--- src/rtl/fsm_door_timed.sv ---
// Timed garage-door controller: Moore FSM with travel timeout,
// auto-close, direction-reversal dead time and a blinking fault state.
module fsm_door_timed #(
   parameter int unsigned TRAVEL_MAX = 20000000,
   parameter int unsigned OPEN_HOLD  = 10000000,
   parameter int unsigned DEAD_CYC   = 1000,
   parameter int unsigned CNT_W      = 25
) (
   input  logic clk2m,
   input  logic rst,
   input  logic key_up,
   input  logic key_down,
   input  logic sense_up,
   input  logic sense_down,
   input  logic obstacle,
   output logic ml,
   output logic mr,
   output logic light_red,
   output logic light_green,
   output logic fault
);

   localparam longint unsigned CMAX = (64'd1 << CNT_W) - 64'd1;
   localparam int unsigned BW = CNT_W - 4;

   if (64'(TRAVEL_MAX) > CMAX || 64'(OPEN_HOLD) > CMAX ||
       64'(DEAD_CYC) > CMAX || CNT_W < 5 || CNT_W > 32 ||
       TRAVEL_MAX == 0 || DEAD_CYC == 0) begin : g_param_err
      $error("fsm_door_timed: timing parameter out of range");
   end

   localparam logic [CNT_W-1:0] TRAVEL_END = CNT_W'(TRAVEL_MAX - 1);
   localparam logic [CNT_W-1:0] HOLD_END   = CNT_W'(OPEN_HOLD - 1);
   localparam logic [CNT_W-1:0] DEAD_END   = CNT_W'(DEAD_CYC - 1);
   localparam bit               HOLD_ON    = (OPEN_HOLD != 0);

   typedef enum logic [2:0] {
      START_UP,
      IS_OPEN,
      IS_CLOSED,
      DRV_OPEN,
      DRV_CLOSED,
      DEAD_OPEN,
      DEAD_CLOSE,
      FAULT
   } state_t;

   state_t           state;
   state_t           nxt;
   logic [CNT_W-1:0] cnt;
   logic [BW-1:0]    blink;
   logic             hold_clr;
   logic             up_only;
   logic             dn_only;

   // Simultaneous keys cancel each other outside FAULT.
   assign up_only = key_up && !key_down;
   assign dn_only = key_down && !key_up;

   always_comb begin
      nxt      = state;
      hold_clr = 1'b0;
      if (sense_up && sense_down) begin
         nxt = FAULT;
      end else begin
         case (state)
            START_UP: begin
               if (sense_down)   nxt = IS_CLOSED;
               else if (sense_up) nxt = IS_OPEN;
               else if (up_only)  nxt = DRV_OPEN;
               else if (dn_only)  nxt = DRV_CLOSED;
            end
            IS_CLOSED: begin
               if (up_only) nxt = DRV_OPEN;
            end
            IS_OPEN: begin
               if (obstacle)     hold_clr = 1'b1;
               else if (dn_only) nxt = DRV_CLOSED;
               else if (HOLD_ON && cnt == HOLD_END) nxt = DRV_CLOSED;
            end
            DRV_OPEN: begin
               if (sense_up)               nxt = IS_OPEN;
               else if (dn_only)           nxt = DEAD_CLOSE;
               else if (cnt == TRAVEL_END) nxt = FAULT;
            end
            DRV_CLOSED: begin
               if (sense_down)               nxt = IS_CLOSED;
               else if (obstacle || up_only) nxt = DEAD_OPEN;
               else if (cnt == TRAVEL_END)   nxt = FAULT;
            end
            DEAD_OPEN: begin
               if (cnt == DEAD_END) nxt = DRV_OPEN;
            end
            DEAD_CLOSE: begin
               if (obstacle)             nxt = DEAD_OPEN;
               else if (cnt == DEAD_END) nxt = DRV_CLOSED;
            end
            FAULT: begin
               if (key_up && key_down) nxt = START_UP;
            end
            default: nxt = START_UP;
         endcase
      end
   end

   // Outputs are registered from the next state so they line up with state.
   always_ff @(posedge clk2m) begin
      if (rst) begin
         state       <= START_UP;
         cnt         <= '0;
         blink       <= '0;
         ml          <= 1'b0;
         mr          <= 1'b0;
         light_red   <= 1'b0;
         light_green <= 1'b0;
         fault       <= 1'b0;
      end else begin
         state <= nxt;
         if (nxt != state || hold_clr) cnt <= '0;
         else if (cnt != '1)           cnt <= cnt + CNT_W'(1);

         mr          <= (nxt == DRV_OPEN);
         ml          <= (nxt == DRV_CLOSED);
         light_green <= (nxt == IS_OPEN);
         fault       <= (nxt == FAULT);

         if (nxt == FAULT) begin
            if (state != FAULT) begin
               blink     <= '0;
               light_red <= 1'b1;
            end else begin
               blink <= blink + BW'(1);
               if (&blink) light_red <= ~light_red;
            end
         end else begin
            blink     <= '0;
            light_red <= (nxt != START_UP) && (nxt != IS_OPEN);
         end
      end
   end

endmodule

--- config.mk ---
export PLATFORM = sky130hd
export DESIGN_NAME = fsm_door_timed
export DESIGN_NICKNAME = d
export VERILOG_FILES = /design/src/rtl/fsm_door_timed.sv
export SDC_FILE = /design/constraint.sdc
export NUM_CORES = 1
export LEC_CHECK = 0
export BUFFER_PORTS_ARGS = -buffer_cell sky130_fd_sc_hd__buf_4
export CAP_MARGIN = 20
export CORE_MARGIN = 3
export CORE_UTILIZATION = 37
export CTS_BUF_LIST = sky130_fd_sc_hd__clkbuf_8
export DETAILED_ROUTE_END_ITERATION = 6
export PLACE_DENSITY = 0.56
export SLEW_MARGIN = 40
export SYNTH_ARGS = -nofsm -noshare
export SYNTH_HDL_FRONTEND = slang
export SYNTH_SLANG_ARGS = --single-unit
--- constraint.sdc ---
create_clock -name clk2m -period 2.8 [get_ports clk2m]
set_input_delay 0.42 -clock clk2m [delete_from_list [all_inputs] [get_ports clk2m]]
set_output_delay 0.42 -clock clk2m [all_outputs]
set_load 0.05 [all_outputs]
==> run metrics <==
outcome complete, no violations; post-synthesis share of cell area spent on and, or, nand and nor gates 37.7%; clock tree from TritonCTS yes; cell type with the highest aggregate area in the netlist sky130_fd_sc_hd__dfxtp_1; total wire length 5670 um; async set-reset flop share out of synthesis 0%; effective utilization at floorplan 38.8%; Slew Limit Headroom 71.4%; area used by multi-input combinational logic 0.00172 mm2; Leak 1.18 nW; Syn Area/Cell 8.68 um2; critical path startpoint category flop; worst path arrival time 2840 ps; Layout Utilization 44.4%; wire length of the first global-routing pass 9810 um; highest fanout seen on the critical path 25; DRC Markers 0; buffers from clock root to sink, at most 2; weighted congestion at the end of routability-driven global placement 0.819; drt via density 5.11; total half-perimeter wirelength after legalization and detailed placement 4130 um; element type at the critical path end flop; Max IR drop VDD 172 uV; clock skew 13.0 ps; sequential fraction of the synthesis area 37.8%; maximum number of pins on one net before global-route repair 26; syn nets 338; Routed Antenna Nets 0; endpoints failing hold 0; number of global-route vias before repair 2202; Total Nets Final 363; Finish-stage setup viols 0; die boundary width 93.9 um; final setup margin 189 ps; fill cell count 740; post-place setup slack 155 ps; initial antenna violation count 0; Worst EP required 3030 ps; row count 31; highest attainable clock frequency 0.383 GHz; Period Utilization, post-route 93.3%; clock-pin slew of the registers on the worst-case setup and hold paths 110 ps; top cell types by occurrence after synthesis 54 x sky130_fd_sc_hd__dfxtp_1, 47 x sky130_fd_sc_hd__nor2_1, 26 x sky130_fd_sc_hd__nand2_1; xor and xnor area share after synthesis 12.6%; Die Height 93.9 um; overall routing resource usage 13.5%; adder-cell area share of the yosys netlist 0.876%; flip-flop and latch count after synthesis 54; source-to-sink clock delay at the later pin of the worst-skew pair 310 ps; RSZ-0062 raised after global routing no; global route overflow 0; H-tree Lvls 2; dominant combinational cell family by area after synthesis simple AND/OR/NAND/NOR gates; Core Region 0.00737 mm2; Gate Count Post-Synth 329; mapped cell area 0.00286 mm2; sequential standard cell area 0.00108 mm2; clock period minus final worst setup slack 2610 ps; Total Power 0.00149 W; drt pass-1 iters 4; area added between synthesis and finish 14.5%; non-filler cells in the finished layout 454; area share of the largest cell type after synthesis 37.8%; area of the die 0.00881 mm2; overall via count from detail_route 2319; Antenna diodes 0; Syn. warnings 0; slew of the pin with the lowest slew margin 428 ps; number of synthesized flops with an enable pin 0; number of max-slew violations in the final report 0; Pwr per Cell Area 456 mW/mm2; setup_tns 0 ps; Clock Tree Root sky130_fd_sc_hd__clkbuf_8; class of the tightest hold or removal check primary input to flop; number of buffers created by CTS 5; count of clock tree sinks 54; kind of critical path flop to flop; number of max-cap violations 0; dpl cells 445; share of synthesized area spent on multiplexers 1.05%; Port Buffer Count 11; share of the synthesized area in compound gates (AO/OA/AOI/OAI) 7.49%; routed length per instance 12.5 um; Top Ports 12; layout cells sized above 1 14.9%; cell with the most instances after synthesis sky130_fd_sc_hd__dfxtp_1; primary flip-flop cell chosen by synthesis mapping sky130_fd_sc_hd__dfxtp_1; unique cell type count in the Yosys netlist 53; dominant cells by area after synthesis sky130_fd_sc_hd__dfxtp_1 38%, sky130_fd_sc_hd__xor2_1 7.1%, sky130_fd_sc_hd__nor2_1 6.2%; DR iter-0 viols 82
==> kinds of logic (layout without fill, tap and decap cells) <==
kind of cell / count (synthesis) / count (layout)
adder cells (fa/ha/maj): 2 / 2
flip-flops: 54 / 54
multiplexers: 3 / 3
AND/OR/NAND/NOR: 188 / 188
XOR/XNOR: 41 / 41
AO/OA/AOI/OAI: 25 / 25
buffers and inverters: 16 / 42
==> sequential cells by signal (all words and copies together), names as in the netlist <==
signal       count
light_green      1
cnt             25
ml               1
blink           21
mr               1
light_red        1
state            3
fault            1
==> cell usage in the layout, fill, tap and decap left out, types with 4 or more instances in the layout <==
| master | Yosys | layout |
|---|---|---|
| sky130_fd_sc_hd__o21ai_0 | 4 | 4 |
| sky130_fd_sc_hd__and4_1 | 4 | 4 |
| sky130_fd_sc_hd__clkbuf_8 | 0 | 5 |
| sky130_fd_sc_hd__buf_4 | 2 | 29 |
| sky130_fd_sc_hd__nand4b_1 | 4 | 4 |
| sky130_fd_sc_hd__nand2b_1 | 7 | 7 |
| sky130_fd_sc_hd__nand4_1 | 15 | 15 |
| sky130_fd_sc_hd__nor2b_1 | 6 | 6 |
| sky130_fd_sc_hd__xnor2_1 | 18 | 18 |
| sky130_fd_sc_hd__nand3_1 | 13 | 13 |
| sky130_fd_sc_hd__and3_1 | 9 | 9 |
| sky130_fd_sc_hd__inv_1 | 4 | 4 |
| sky130_fd_sc_hd__nor3_1 | 7 | 7 |
| sky130_fd_sc_hd__nand2_1 | 26 | 26 |
| sky130_fd_sc_hd__and2_1 | 25 | 25 |
| sky130_fd_sc_hd__xor2_1 | 23 | 23 |
| sky130_fd_sc_hd__nor2_1 | 47 | 47 |
| sky130_fd_sc_hd__nor3b_1 | 6 | 6 |
| sky130_fd_sc_hd__dfxtp_1 | 54 | 54 |
==> metal layers <==
| metal | routed length, um | GRT usage (%) | up-vias |
|---|---|---|---|
| met3 | 138 | 2.88 | 4 |
| met1 | 2860 | 18.3 | 1090 |
| met2 | 2620 | 21.3 | 29 |
| met5 | 0 | 0 | - |
| li1 | - | - | 1196 |
| met4 | 55 | 4.45 | 0 |
==> per-stage QoR <==
stage | area [um2] | hold WS [ps]
finish | 3270 | 334
global route | 3270 | 329
CTS | 3250 | 323
detailed placement | 3160 | 469
global placement | 3160 | 461
floorplan | 2860 | 437
==> worst max-delay path, stage by stage (launching register included) <==
cell,delay [ps]
sky130_fd_sc_hd__dfxtp_1,390
sky130_fd_sc_hd__or4_4,520
sky130_fd_sc_hd__nor4b_4,390
sky130_fd_sc_hd__a21oi_1,100
sky130_fd_sc_hd__and4bb_1,300
sky130_fd_sc_hd__mux2i_1,110
sky130_fd_sc_hd__a2111oi_4,340
sky130_fd_sc_hd__buf_12,190
sky130_fd_sc_hd__nor3b_1,180
==> cell type report <==
cell class              instances  area share (%)
well taps                      99            3.79
inverters                       4           0.459
clock buffers                   5            2.10
flip-flops and latches         54            33.1
multi-input cells             259            52.4
clock inverters                 3           0.880
repair buffers                 30            7.27
==> path summary, 6_finish.rpt <==
check | startpoint | to | slack (ps) | depth (start not counted)
max | cnt[21] | cnt[20] | 190 | 8
min | rst | state[0] | 330 | 2
max reg2reg | cnt[21] | cnt[20] | 190 | 8
min reg2reg | blink[0] | blink[0] | 480 | 1
==> what timing repair did <==
| item | in CTS | in global routing |
|---|---|---|
| setup buffers | 0 | 1 |
| endpoints found under the setup margin | 0 | 10 |
| hold buffers | 0 | 0 |
| gates resized for setup | 0 | 2 |
==> power by group <==
part	internal, W	leakage [nW]	switching (W)
combinational	0.000101	0.695	0.000126
clock	0.000186	0.0502	0.000276
sequential	0.000784	0.436	0.0000178
Power figures use the tool's default switching activity.
